## config.mk

```make
export PLATFORM = sky130hd
export DESIGN_NAME = vram_arbiter
export DESIGN_NICKNAME = d
export VERILOG_FILES = /design/src/rtl/vram_arb_pkg.sv /design/src/rtl/vram_arb_starve_ctr.sv /design/src/rtl/vram_arbiter.sv
export SDC_FILE = /design/constraint.sdc
export NUM_CORES = 1
export LEC_CHECK = 0
export CAP_MARGIN = 20
export CORE_UTILIZATION = 44
export DETAILED_ROUTE_END_ITERATION = 8
export PLACE_DENSITY = 0.8
export SLEW_MARGIN = 10
export SYNTH_ARGS = -nofsm -noshare
export SYNTH_HDL_FRONTEND = slang
export SYNTH_SLANG_ARGS = --single-unit
```

## constraint.sdc

```tcl
create_clock -name i_clk -period 2.6 [get_ports i_clk]
set_input_delay 0.52 -clock i_clk [delete_from_list [all_inputs] [get_ports i_clk]]
set_output_delay 0.52 -clock i_clk [all_outputs]
set_load 0.005 [all_outputs]
```

## src/rtl/vram_arb_pkg.sv

```systemverilog
// rtl/vram_arb_pkg.sv - shared state encoding and constants for the VRAM arbiter
package vram_arb_pkg;

  typedef enum logic [2:0] {
    IDLE,
    ISSUE,
    WAIT,
    ACK,
    DONE
  } state_t;

  localparam logic [7:0] OOR_DATA = 8'hFF;

endpackage

```

## src/rtl/vram_arb_starve_ctr.sv

```systemverilog
// rtl/vram_arb_starve_ctr.sv - saturating count of cycles the host has been blocked by video
module vram_arb_starve_ctr
  import vram_arb_pkg::*;
#(
  parameter int LIMIT = 64
) (
  input  logic i_clk,
  input  logic i_reset,
  input  logic i_clear,
  input  logic i_inc,
  output logic o_at_limit
);

  localparam int CW = $clog2(LIMIT + 1);
  localparam logic [CW-1:0] LIM = CW'(LIMIT);

  logic [CW-1:0] r_cnt;

  always_ff @(posedge i_clk or posedge i_reset) begin
    if (i_reset) begin
      r_cnt <= '0;
    end else if (i_clear) begin
      r_cnt <= '0;
    end else if (i_inc && (r_cnt != LIM)) begin
      r_cnt <= r_cnt + 1'b1;
    end
  end

  assign o_at_limit = (r_cnt == LIM);

endmodule

```

## src/rtl/vram_arbiter.sv

```systemverilog
// rtl/vram_arbiter.sv - single-port VRAM arbiter: video fetch first, host fills gaps
// with a starvation guard that forces one host slot.
module vram_arbiter
  import vram_arb_pkg::*;
#(
  parameter int ADDR_WIDTH   = 13,
  parameter int STARVE_LIMIT = 64
) (
  input  logic                  i_clk,
  input  logic                  i_reset,
  input  logic                  i_m_cs,
  input  logic                  i_m_we,
  input  logic [15:0]           i_m_addr,
  input  logic [7:0]            i_m_dat,
  output logic [7:0]            o_m_dat,
  output logic                  o_m_ack,
  input  logic                  i_v_req,
  input  logic [ADDR_WIDTH-1:0] i_v_addr,
  output logic [7:0]            o_v_dat,
  output logic                  o_v_valid,
  output logic                  o_v_miss,
  output logic [ADDR_WIDTH-1:0] o_mem_addr,
  output logic [7:0]            o_mem_dat,
  output logic                  o_mem_we,
  input  logic [7:0]            i_mem_dat
);

  state_t r_state, w_next;

  logic [15:0] r_addr;
  logic [7:0]  r_wdat;
  logic        r_we;
  logic [7:0]  r_m_dat;
  logic        r_v_valid;
  logic        r_v_miss;

  logic w_at_limit;
  logic w_issue;
  logic w_host_own;
  logic w_in_range;
  logic w_start;

  assign w_in_range = ((r_addr >> ADDR_WIDTH) == 16'd0);
  assign w_issue    = (r_state == ISSUE);
  assign w_host_own = w_issue && (!i_v_req || w_at_limit);
  assign w_start    = (r_state == IDLE) && i_m_cs;

  vram_arb_starve_ctr #(
    .LIMIT(STARVE_LIMIT)
  ) u_starve (
    .i_clk     (i_clk),
    .i_reset   (i_reset),
    .i_clear   (r_state == IDLE),
    .i_inc     (w_issue && !w_host_own),
    .o_at_limit(w_at_limit)
  );

  always_ff @(posedge i_clk or posedge i_reset) begin
    if (i_reset) begin
      r_state <= IDLE;
    end else begin
      r_state <= w_next;
    end
  end

  // Out-of-range accesses skip the RAM pipeline, so reads do not need WAIT.
  always_comb begin
    w_next = r_state;
    case (r_state)
      IDLE:    if (i_m_cs) w_next = ISSUE;
      ISSUE:   if (w_host_own) w_next = (!r_we && w_in_range) ? WAIT : ACK;
      WAIT:    w_next = ACK;
      ACK:     w_next = DONE;
      DONE:    if (!i_m_cs) w_next = IDLE;
      default: w_next = IDLE;
    endcase
  end

  always_ff @(posedge i_clk or posedge i_reset) begin
    if (i_reset) begin
      r_addr    <= '0;
      r_wdat    <= '0;
      r_we      <= 1'b0;
      r_m_dat   <= '0;
      r_v_valid <= 1'b0;
      r_v_miss  <= 1'b0;
    end else begin
      if (w_start) begin
        r_addr <= i_m_addr;
        r_wdat <= i_m_dat;
        r_we   <= i_m_we;
      end
      if (r_state == WAIT) begin
        r_m_dat <= i_mem_dat;
      end else if (w_host_own && !w_in_range && !r_we) begin
        r_m_dat <= OOR_DATA;
      end
      r_v_valid <= i_v_req && !w_host_own;
      r_v_miss  <= i_v_req && w_host_own;
    end
  end

  always_comb begin
    o_mem_addr = '0;
    o_mem_we   = 1'b0;
    o_mem_dat  = r_wdat;
    if (w_host_own) begin
      if (w_in_range) begin
        o_mem_addr = r_addr[ADDR_WIDTH-1:0];
        o_mem_we   = r_we;
      end
    end else if (i_v_req) begin
      o_mem_addr = i_v_addr;
    end
  end

  assign o_m_ack   = (r_state == ACK);
  assign o_m_dat   = r_m_dat;
  assign o_v_dat   = i_mem_dat;
  assign o_v_valid = r_v_valid;
  assign o_v_miss  = r_v_miss;

endmodule
```

Word-level counts from Yosys, hierarchy flattened
Cells that the tools add are included.

Output and inout bits: 41. Logic and storage cells: 51. Register bits after elaboration: 45. Bits of input ports: 50.

Reductions and logical operators: 19. Muxes and demuxes: 14. Eq/ne operators: 9. $add $sub $neg: 1.

Operators by type and width (count): $mux 13 (3); $logic_not 16->1 (1); $mux 8 (2); $pmux 3 s5 (1); $mux 7 (2); $logic_and 1x1->1 (9); $mux 3 (3); $add 7x1->7 const B (1); $eq 7x7->1 const B (1); $ne 7x7->1 const B (1); $eq 3x2->1 const B (2); $logic_not 1->1 (4); $ne 2x2->1 const B (2); $reduce_bool 2->1 (2); $eq 3x1->1 const B (1); $eq 3x3->1 const B (1); $logic_not 3->1 (1); $mux 1 (3); $reduce_and 3->1 (1); $ne 2x1->1 const B (1); $logic_or 1x1->1 (1).

Depth between registers and ports, before layout
Gate-level depths: netlist of the first run.

Word-level depth: 8. Gate-level depth with buffers: 7. Gate-level depth less buffers: 5.

Cells and area by module
A second synthesis of the first run with hierarchy kept.

Cell total of the unflattened synthesis: 220. Area, all modules: 2275.9 um^2.

Modules (own cells, without submodules): vram_arbiter (area an instance 1834.3 um^2, sequential area each 950.9 um^2, cells an instance 173, times used 1); vram_arb_starve_ctr (area an instance 441.7 um^2, sequential area each 175.2 um^2, cells an instance 47, times used 1).

Worst setup path before layout of the first run
No wires, ideal clock.

Path kind: register -> output. From: reg u_starve.r_cnt[0]. To: out o_mem_addr[10]. Path buffers: 2. Data arrival time: 1.654 ns. Setup slack: 0.426 ns. Cell stages (with the launch flop): 8. Data required time: 2.080 ns. Path through: dfrtp_1 inv_1 ha_1 nor4bb_1 buf_2 a21bo_2 clkbuf_1 a31o_2.

Word-level cells in the longest chain between the ends: 4.

RTL lines: start: declaration (line vram_arb_starve_ctr.sv:17) `logic [CW-1:0] r_cnt;`; start signal: assignment (line vram_arb_starve_ctr.sv:25) `r_cnt <= r_cnt + 1'b1;`; $eq 7x7->1 (line vram_arb_starve_ctr.sv:29) `assign o_at_limit = (r_cnt == LIM);`; $logic_or 1x1->1 (line vram_arbiter.sv:45) `assign w_host_own = w_issue && (!i_v_req || w_at_limit);`; $logic_and 1x1->1 (line vram_arbiter.sv:45); $mux 13 (line vram_arbiter.sv:107) `if (w_host_own) begin`; end: declaration (line vram_arbiter.sv:22) `output logic [ADDR_WIDTH-1:0] o_mem_addr,`.

No other way between the ends.

Worst setup path after layout of the first run
From: reg u_starve.r_cnt[0]. To: out o_mem_addr[5].

The elaborated chain is that of the path after synthesis.

==> summary.txt, run 1 <==
Clock tree
  – H-tree depth: 2
  – Worst skew pair latency: 0.30 ns
  – Clock sinks: 45
  – TritonCTS clock tree: done
  – Root Buffer: clkbuf_8
  – Clock slew seen by the registers of the worst setup and hold paths: 0.08 ns
  – Clock Path Buffers: 2
  – Number of CTS-inserted buffers: 5

Synth
  – Simple-gate portion of the synthesized area: 10.92%
  – Post-Synth Adder-Cell Area: 1.060%
  – Sequential share of the synthesized area: 47.69%
  – Count of state elements after synthesis: 45
  – Largest family of logic cells by synthesized area: multiplexers
  – Post-Syn Instances: 211
  – Mapped Area: 0.002361 mm2
  – Avg Cell Area, Syn: 11.19 um2
  – Post-synthesis xor/xnor area fraction: 0.3710%
  – Synth unique cells: 41
  – Mux contribution to synthesized area: 17.01%
  – Yosys warnings: 0
  – Syn_nets: 263
  – Post-synthesis compound-gate area fraction: 15.58%

Drt
  – Mean routed wirelength per cell: 15.32 um
  – WL final: 5774 um
  – Starting DRT DRC Count: 113
  – DRC: 0
  – DR pass1 iterations: 4
  – Mean number of vias per cell: 5.310
  – Vias after detailed routing: 2002
  – Detail Route Antenna Nets: 0

Worst setup path
  – Crit start category: flop
  – Critical path class: reg -> out
  – R2R depth: 4
  – WP data required: 2.08 ns
  – CP Capture Type: output port
  – Crit-path max FO: 6
  – Critical Path AT: 2.01 ns

GRT
  – GRT Util Overall: 21.67%
  – Overflow after GRT: 0
  – Initial antenna violation count: 0
  – Largest net degree at the start of global routing: 46
  – First-pass GRT wire length: 9170 um
  – Number of global-route vias before repair: 1979

STA
  – Final period utilization: 97.31%
  – Final min period: 2.530 ns
  – Fmax achieved: 395.2 MHz
  – Final hold vios: 0
  – Relative slew slack: 61.35%
  – Final setup viols: 0
  – Final slew viol count: 0
  – Hold Slack: 0.4988 ns
  – Unrepaired setup endpoints after global routing: true
  – Actual slew at the worst max-slew pin: 0.5798 ns
  – Final Skew: 0.004681 ns

Outcome
  – Outcome: finished clean

Finish
  – Post-layout nets: 358
  – Fillers: 401
  – Fraction of layout cells with a size suffix above 1: 29.32%
  – Antenna Diode Count: 0
  – Area Overhead vs Synth: 50.61%
  – Post-route insts no fill: 377

Pwr
  – PwrDens: 913.4 mW/mm2
  – Pleak: 0.001485 uW
  – Peak supply drop: 0.5433 mV

Floorplanning
  – # rows: 26
  – Initial cell density of the core: 45.93%
  – DIE AREA: 0.005663 mm2
  – Die W: 75.25 um
  – Core Area: 0.005140 mm2
  – IO Pins: 91
  – Die height: 75.25 um

Placed design
  – Placed cells: 365
  – Gpl congestion: 0.8544
  – Post-DP HPWL: 4025 um
  – Buffers on Ports: 90

Worst hold path
  – Hold Crit Class: reg -> reg
  – Worst Hold Depth: 1

Flow run
  – Max-Cap Viols: 0
## power by group
group	internal [uW]	switching (uW)	total, uW
clock network	382	243	625
registers	998	207	1200
logic	835	583	1420
total	2210	1030	3250
## repair_timing
item                                    in CTS  in global routing
pin swaps                                    1                  0
setup buffers                                1                  2
resized for setup                           21                  5
endpoints found under the setup margin      14                 12
cloned                                       1                  0
hold buffers                                 0                  0
## metal layers
layer	wire length [um]	track usage, %	part of all wire (%)
met4	128	7.407	2.2
met5	0	0	0
met3	306	4.819	5.3
met2	2869	35.94	50
met1	2469	28.19	43
## path summary, 6_finish.rpt
path / to / slack [ns] / startpoint
setup / recovery: o_mem_addr[5] / 0.07 / u_starve.r_cnt[0]
hold / removal: o_mem_dat[1] / 0.50 / o_mem_dat[1]
setup reg to reg: o_m_dat[1] / 0.78 / r_state[0]
hold reg to reg: o_mem_dat[1] / 0.50 / o_mem_dat[1]
max in group asynchronous: o_m_dat[1] / 1.52 / i_reset
min in group asynchronous: o_mem_dat[3] / 0.68 / i_reset
## cells in the final DEF (no fill, tap or decap), drive strengths merged, types with 2 or more instances in the layout
cell type / count
nor4: 2
or3: 3
o21a: 2
clkdlybuf4s50: 76
o31ai: 2
a21oi: 2
nor3: 6
a31oi: 13
dlygate4sd2: 12
nand2b: 2
nand3: 3
dfrtp: 45
mux2: 25
ha: 2
nor2: 2
a31o: 13
o21ai: 10
buf: 22
inv: 6
a21bo: 2
nor3b: 3
clkdlybuf4s15: 2
clkbuf: 5
mux2i: 12
nand2: 21
bufinv: 2
## kinds of logic (layout without fill, tap and decap cells)
logic type	count (synthesis)	after routing
adder cells (fa/ha/maj)	2	2
flip-flops	45	45
buffers and inverters	31	126
AND/OR/NAND/NOR	47	47
multiplexers	37	37
XOR/XNOR	1	1
AO/OA/AOI/OAI	48	49
## metrics by stage
step	area [um2]	worst slack [ns]	total power [uW]	TNS, ns	utilization [%]
after floorplan	2361	0.4258	2012	0	-
after global placement	3367	-0.03611	2569	-0.3190	65.51
after detailed placement	3367	-0.05658	2628	-0.5897	65.51
after CTS	3526	0.06195	3259	0	68.60
after global routing	3556	-0.01562	3444	-0.05807	69.18
final	3556	0.06993	3248	0	69.18
## worst max-delay path: stages (launching register included)
cell	delay, ns
dfrtp_1	0.39
inv_2	0.07
ha_2	0.17
nor4bb_4	0.20
buf_6	0.17
buf_4	0.12
a31oi_1	0.09
a31o_2	0.24
dlygate4sd2_1	0.25
## cell usage after synthesis, drive strengths merged
cell	count	share of area, %
or3b	1	0.48
nand3	3	0.64
nand2b	2	0.53
a311oi	1	0.37
a21boi	1	0.48
nor4	2	0.53
o21bai	1	0.32
and2	1	0.27
clkbuf	8	1.3
buf	17	5.1
a21bo	1	0.42
a21o	1	0.32
nor3	6	1.5
xnor2	1	0.37
ha	2	1.1
inv	6	0.95
nor3b	3	1.2
o31ai	2	0.64
or3	3	0.79
or4	1	0.48
o211ai	1	0.32
mux2	25	12
mux2i	12	5.1
nand2	21	3.3
a31oi	13	3.4
nand4bb	1	0.48
nor4bb	1	0.42
dfrtp	45	48
nor2	2	0.32
a31o	13	4.8
o21ai	10	3.4
a21oi	2	0.42
o21a	2	0.64
## cell type report
class / instances / area, um2 / share of cell area [%]
clock buffer: 5 / 68.82 / 1.935
inverter: 6 / 22.52 / 0.6334
timing repair buffer: 112 / 1059 / 29.77
multi-input combinational: 136 / 1127 / 31.70
tap: 70 / 87.58 / 2.463
sequential: 45 / 1126 / 31.67
clock inverter: 3 / 65.06 / 1.830
## sequential cells by signal, summed over array words and instances (netlist names)
signal          flops
r_addr             16
o_m_dat             8
o_mem_dat           8
u_starve.r_cnt      7
r_state             3
o_v_miss            1
o_v_valid           1
r_we                1
(Power assumes the default switching activity.)
==> inputs of run 2 (changes only) <==
--- a/config.mk
+++ b/config.mk
@@ -5,10 +5,10 @@
 export SDC_FILE = /design/constraint.sdc
 export NUM_CORES = 1
 export LEC_CHECK = 0
-export CAP_MARGIN = 20
+export CAP_MARGIN = 0
 export CORE_UTILIZATION = 44
 export DETAILED_ROUTE_END_ITERATION = 8
-export PLACE_DENSITY = 0.8
+export PLACE_DENSITY_LB_ADDON = 0.12
 export SLEW_MARGIN = 10
 export SYNTH_ARGS = -nofsm -noshare
 export SYNTH_HDL_FRONTEND = slang
==> summary.txt, run 2 (same netlist as run 1, synthesis figures left out) <==
Clock tree
  – TritonCTS clock tree: done
  – Clock sinks: 45 (unchanged)
  – Clock slew seen by the registers of the worst setup and hold paths: 0.08 ns (about the same)
  – H-tree depth: 2 (unchanged)
  – Number of CTS-inserted buffers: 5 (unchanged)
  – Clock Path Buffers: 2 (unchanged)
  – Root Buffer: clkbuf_8
  – Worst skew pair latency: 0.29 ns (about the same)
  – Post-CTS Hold Buffers: 0 (unchanged)

GRT
  – First-pass GRT wire length: 9073 um (-1.1%)
  – Initial antenna violation count: 0 (unchanged)
  – Overflow after GRT: 0 (unchanged)
  – Largest net degree at the start of global routing: 26 (-43%)
  – Number of global-route vias before repair: 1992 (+0.66%)
  – GRT Util Overall: 21.28% (-0.39 points)

STA
  – Fmax achieved: 392.3 MHz (-0.74%)
  – Final setup viols: 0 (unchanged)
  – Final hold vios: 0 (unchanged)
  – Final min period: 2.549 ns (+0.01898 ns)
  – Final worst slack: 0.05095 ns (-0.01898 ns)
  – Final period utilization: 98.04% (+0.73 points)
  – Relative slew slack: 72.04% (+11 points)
  – Final Skew: 0.003997 ns (-0.0006842 ns)
  – Actual slew at the worst max-slew pin: 0.4163 ns (-0.1636 ns)
  – Final slew viol count: 0 (unchanged)

Floorplanning
  – IO Pins: 91 (unchanged)
  – Die height: 75.25 um (unchanged)
  – DIE AREA: 0.005663 mm2 (unchanged)
  – Die W: 75.25 um (unchanged)
  – Core Area: 0.005140 mm2 (unchanged)
  – # rows: 26 (unchanged)
  – Initial cell density of the core: 45.93% (unchanged)

Drt
  – DRC: 0 (unchanged)
  – Mean routed wirelength per cell: 14.90 um (-2.7%)
  – Detail Route Antenna Nets: 0 (unchanged)
  – WL final: 5706 um (-1.2%)
  – Vias after detailed routing: 2017 (+0.75%)
  – Mean number of vias per cell: 5.266 (-0.83%)
  – DR pass1 iterations: 4 (unchanged)
  – Starting DRT DRC Count: 61 (-46%)

Worst setup path
  – CP Capture Type: output port
  – Critical Path AT: 2.03 ns (+0.02 ns)
  – RR Endpoint: o_m_dat[6]
  – Crit-path max FO: 6 (unchanged)
  – Crit start category: flop
  – Ordered list of cells on the worst path: inv_2 -> ha_4 -> nor4bb_4 -> buf_4 -> buf_4 -> a21bo_4 -> a31o_2 -> dlygate4sd2_1
  – R2R depth: 4 (unchanged)
  – WP data required: 2.08 ns (about the same)
  – Top cell family by delay on the critical path: buffers and inverters
  – CP max stage cell: dfrtp_1
  – Critical path class: reg -> out
  – Most common cell on crit path: buf_4
  – CP peak stage delay: 0.38 ns (about the same)
  – CP Buf/Inv Count: 4 (unchanged)
  – Reg2reg setup slack: 0.79 ns (about the same)
  – RR Startpoint: r_state[1]

Outcome
  – Outcome: finished clean

Finish
  – Commonest non-fill, non-tap cell in the layout: clkdlybuf4s50_1
  – Commonest cells after routing, fill and taps aside: 75 x clkdlybuf4s50_1, 45 x dfrtp_1, 26 x buf_4
  – Post-layout nets: 364 (+1.7%)
  – Fraction of layout cells with a size suffix above 1: 31.31% (+2.0 points)
  – Antenna Diode Count: 0 (unchanged)
  – Area Overhead vs Synth: 51.83%
  – Fillers: 430 (+7.2%)
  – Biggest register: r_addr
  – Max reg flops: 16 (unchanged)

Placed design
  – Gpl congestion: 0.7764 (-9.1%)
  – Post-DP HPWL: 3935 um (-2.2%)
  – Buffers on Ports: 90 (unchanged)
  – Setup WS pre-CTS: -0.06243 ns (-0.005853 ns)

Pwr
  – Total Power: 3158 uW (-2.8%)
  – Peak supply drop: 0.4782 mV (-12%)
  – PwrDens: 881.1 mW/mm2 (-3.5%)
  – Pleak: 0.001497 uW (+0.81%)

Worst hold path
  – Hold Crit Class: in -> async

Flow run
  – Max-Cap Viols: 0 (unchanged)
-- run 2: cell count changes in the layout (fill, tap and decap cells not counted), moves of 4 or more --
cell / previous run / this run
dlygate4sd2_1: 12 / 5
buf_4: 20 / 26
clkdlybuf4s15_1: 2 / 6
clkbuf_2: 0 / 4
-- run 2: layer usage --
metal	share of wire, %	track usage, %	vias up
li1	-	-	963
met1	45	28.76	980
met2	48	34.63	70
met3	6.5	4.685	4
met4	0.67	6.173	0
met5	0	0	-
-- run 2: how the worst max path moves through the flow --
| stage | start | end | slack, ns | cells after the start |
|---|---|---|---|---|
| detailed placement | i_v_req | o_mem_addr[6] | -0.06 | 6 |
| global route | u_starve.r_cnt[0] | o_mem_addr[8] | -0.01 | 9 |
| global placement | i_v_req | o_mem_addr[2] | -0.04 | 4 |
| CTS | u_starve.r_cnt[0] | o_mem_addr[6] | 0.01 | 9 |
| floorplan | u_starve.r_cnt[0] | o_mem_addr[10] | 0.43 | 7 |
| finish | u_starve.r_cnt[0] | o_mem_addr[7] | 0.05 | 8 |
-- run 2: stage by stage --
stage | cell area [um2] | utilization (%) | setup TNS [ns] | std cells | hold slack [ns]
after floorplan | 2361 | - | 0 | 211 | 0.4393
after global placement | 3359 | 65.36 | -0.3472 | 364 | 0.4707
after detailed placement | 3359 | 65.36 | -0.6359 | 364 | 0.4824
after CTS | 3542 | 68.91 | 0 | 380 | 0.4584
after global routing | 3585 | 69.74 | -0.02760 | 383 | 0.5038
final | 3585 | 69.74 | 0 | 383 | 0.4564
-- run 2: report_power, final --
group	switching, uW	internal (uW)	leakage [uW]	total, uW
sequential	172	998	0.000538	1170
combinational	601	841	0.000901	1440
clock	233	314	0.0000585	547
-- run 2: what timing repair did --
| item | in CTS | in global routing |
|---|---|---|
| resized for setup | 23 | 18 |
| setup buffers | 6 | 3 |
| cloned | 2 | 0 |
| endpoints found under the hold margin | 0 | 0 |
| endpoints found under the setup margin | 14 | 5 |
| pin swaps | 2 | 2 |
-- run 2: cell type report --
cell class                      instances  area [um2]  share of cell area [%]
Multi-Input combinational cell        136        1140                   31.80
Sequential cell                        45        1126                   31.41
Timing Repair Buffer                  118        1092                   30.47
Tap cell                               70       87.58                   2.443
Clock buffer                            7       86.33                   2.408
Clock inverter                          1       30.03                  0.8377
Inverter                                6       22.52                  0.6283
==> inputs of run 3 (changes only) <==
--- a/config.mk
+++ b/config.mk
@@ -6,6 +6,7 @@
 export NUM_CORES = 1
 export LEC_CHECK = 0
 export CAP_MARGIN = 0
+export CORE_MARGIN = 3
 export CORE_UTILIZATION = 44
 export DETAILED_ROUTE_END_ITERATION = 8
 export PLACE_DENSITY_LB_ADDON = 0.12
==> summary.txt, run 3 (same netlist as run 1, synthesis figures left out) <==
Worst setup path
  – Crit-path max FO: 6 (unchanged)
  – CP Capture Type: output port
  – RR Endpoint: r_addr[5]
  – Critical path origin: u_starve.r_cnt[1]
  – WP data required: 2.08 ns (about the same)
  – Crit start category: flop
  – RR Startpoint: r_state[0]
  – R2R depth: 5 (+1)
  – Critical path class: reg -> out
  – Critical Path AT: 2.00 ns (-0.03 ns)
  – Reg2reg setup slack: 0.83 ns (+0.04 ns)

Placed design
  – Gpl congestion: 0.8176 (+5.3%)
  – Post-DP HPWL: 4331 um (+10%)
  – Buffers on Ports: 90 (unchanged)
  – Dpl cell area: 0.003359 mm2 (unchanged)
  – Placed cells: 364 (unchanged)

Pwr
  – Combinational power share: 44.4% (-1.2 points)
  – Clk pwr share: 17.6% (+0.3 points)
  – Peak supply drop: 0.5043 mV (+5.5%)
  – Switching pwr: 1007 uW (about the same)
  – Sequential fraction of design power: 38.1% (+1.1 points)
  – Pleak: 0.001543 uW (+3.1%)
  – PwrDens: 881.3 mW/mm2 (about the same)
  – Sw frac: 32.09% (+0.22 points)
  – Pint: 2131 uW (-1.0%)

Finish
  – Fin area: 0.003560 mm2 (-0.70%)
  – Max reg flops: 16 (unchanged)
  – Post-layout nets: 358 (-1.6%)
  – Commonest cells after routing, fill and taps aside: 75 x clkdlybuf4s50_1, 45 x dfrtp_1, 23 x mux2_2
  – Antenna Diode Count: 0 (unchanged)
  – Commonest non-fill, non-tap cell in the layout: clkdlybuf4s50_1
  – Fraction of layout cells with a size suffix above 1: 29.32% (-2.0 points)
  – Biggest register: r_addr
  – Post-route insts no fill: 377 (-1.6%)
  – Fillers: 413 (-4.0%)
  – Area Overhead vs Synth: 50.77%

STA
  – Final Skew: 0.003156 ns (-0.0008414 ns)
  – Actual slew at the worst max-slew pin: 0.3470 ns (-0.06922 ns)
  – Final period utilization: 96.93% (-1.1 points)
  – Final hold vios: 0 (unchanged)
  – Final setup viols: 0 (unchanged)
  – Relative slew slack: 76.69% (+4.7 points)
  – Final slew viol count: 0 (unchanged)
  – Fmax achieved: 396.8 MHz (+1.2%)
  – Total negative slack: 0 ns (unchanged)
  – Final min period: 2.520 ns (-0.02899 ns)

Floorplanning
  – Die W: 79.25 um (+5.3%)
  – IO Pins: 91 (unchanged)
  – Die height: 79.25 um (+5.3%)
  – Core Area: 0.005140 mm2 (unchanged)
  – DIE AREA: 0.006281 mm2 (+11%)
  – Initial cell density of the core: 45.93% (unchanged)
  – # rows: 26 (unchanged)

Clock tree
  – Number of CTS-inserted buffers: 5 (unchanged)
  – Clock sinks: 45 (unchanged)
  – Clock slew seen by the registers of the worst setup and hold paths: 0.08 ns (about the same)
  – Root Buffer: clkbuf_8
  – Clock Path Buffers: 2 (unchanged)
  – Worst skew pair latency: 0.29 ns (about the same)
  – H-tree depth: 2 (unchanged)
  – TritonCTS clock tree: done

Drt
  – WL final: 5859 um (+2.7%)
  – Mean routed wirelength per cell: 15.54 um (+4.3%)
  – DR pass1 iterations: 4 (unchanged)
  – DRC: 0 (unchanged)
  – Mean number of vias per cell: 5.302 (+0.68%)
  – Starting DRT DRC Count: 53 (-13%)
  – Detail Route Antenna Nets: 0 (unchanged)
  – Vias after detailed routing: 1999 (-0.89%)

GRT
  – Initial antenna violation count: 0 (unchanged)
  – First-pass GRT wire length: 9494 um (+4.6%)
  – Largest net degree at the start of global routing: 26 (unchanged)
  – Overflow after GRT: 0 (unchanged)
  – GRT Util Overall: 18.99% (-2.3 points)
  – Number of global-route vias before repair: 2036 (+2.2%)

Worst hold path
  – Hold Startpoint: u_starve.r_cnt[6]
  – Worst Hold Depth: 1
  – Hold Crit Class: reg -> reg
  – Endpoint, Worst Hold: u_starve.r_cnt[6]

Flow run
  – Max-Cap Viols: 0 (unchanged)

Outcome
  – Outcome: finished clean
==> run 3: cell count changes in the layout (fill, tap and decap cells not counted), moves of 3 or more <==
cell and delta:
clkbuf_2 -3, dlygate4sd2_1 +3, buf_4 -7, dlymetal6s2s_1 +6
clkdlybuf4s15_1 -6
==> run 3: area by class of cell <==
class	instances	area [um2]	share of cell area (%)
clock inverters	2	37.54	1.054
repair buffers	112	1077	30.26
clock buffers	6	82.58	2.320
flip-flops and latches	45	1126	31.63
multi-input cells	136	1126	31.63
well taps	70	87.58	2.460
inverters	6	22.52	0.6327
==> run 3: power groups by stage <==
stage / Clock, uW / Sequential (uW) / Combinational, uW
floorplan: 0 / 1160 / 854
finish: 551 / 1190 / 1390
detailed placement: 0 / 1210 / 1410
global route: 593 / 1230 / 1540
global placement: 0 / 1200 / 1380
CTS: 565 / 1190 / 1410
==> run 3: how the worst max path moves through the flow <==
stage | end | slack, ns | cells after the start
floorplan | o_mem_addr[10] | 0.43 | 7
global placement | o_mem_addr[4] | -0.10 | 6
detailed placement | o_mem_addr[4] | -0.13 | 6
CTS | o_mem_addr[5] | -0.09 | 8
global route | o_mem_addr[4] | -0.03 | 8
finish | o_mem_addr[4] | 0.08 | 8
==> run 3: per-layer routing <==
metal	up-vias	GRT usage [%]	share of wire [%]
met5	-	0	0
met4	0	5.498	1.6
met3	11	5.442	7.7
met2	82	31.65	48
met1	959	23.98	43
li1	947	-	-
==> run 3: critical path, cell delays in order, from the launching register on <==
cell and delay [ns]:
dfrtp_1 0.38, inv_1 0.07, ha_2 0.17, nor4bb_4 0.20, buf_6 0.16, buf_4 0.14
a31oi_2 0.10, a31o_2 0.22, dlygate4sd2_1 0.26
==> run 3: per-stage QoR <==
stage	hold slack, ns	total power (uW)	util, %	setup slack, ns
after floorplan	0.4393	2012	-	0.4258
after global placement	0.4662	2583	65.36	-0.1039
after detailed placement	0.4758	2614	65.36	-0.1271
after CTS	0.4855	3170	68.45	-0.09128
after global routing	0.5202	3359	69.26	-0.02981
final	0.4841	3137	69.26	0.07994
==> run 3: repair_timing <==
| item | 4_1_cts | 5_1_grt |
|---|---|---|
| resized for setup | 15 | 13 |
| endpoints found under the setup margin | 14 | 11 |
| cloned | 2 | 0 |
| buffers inserted | 1 | 3 |
| pin swaps | 1 | 0 |
| hold buffers | 0 | 0 |
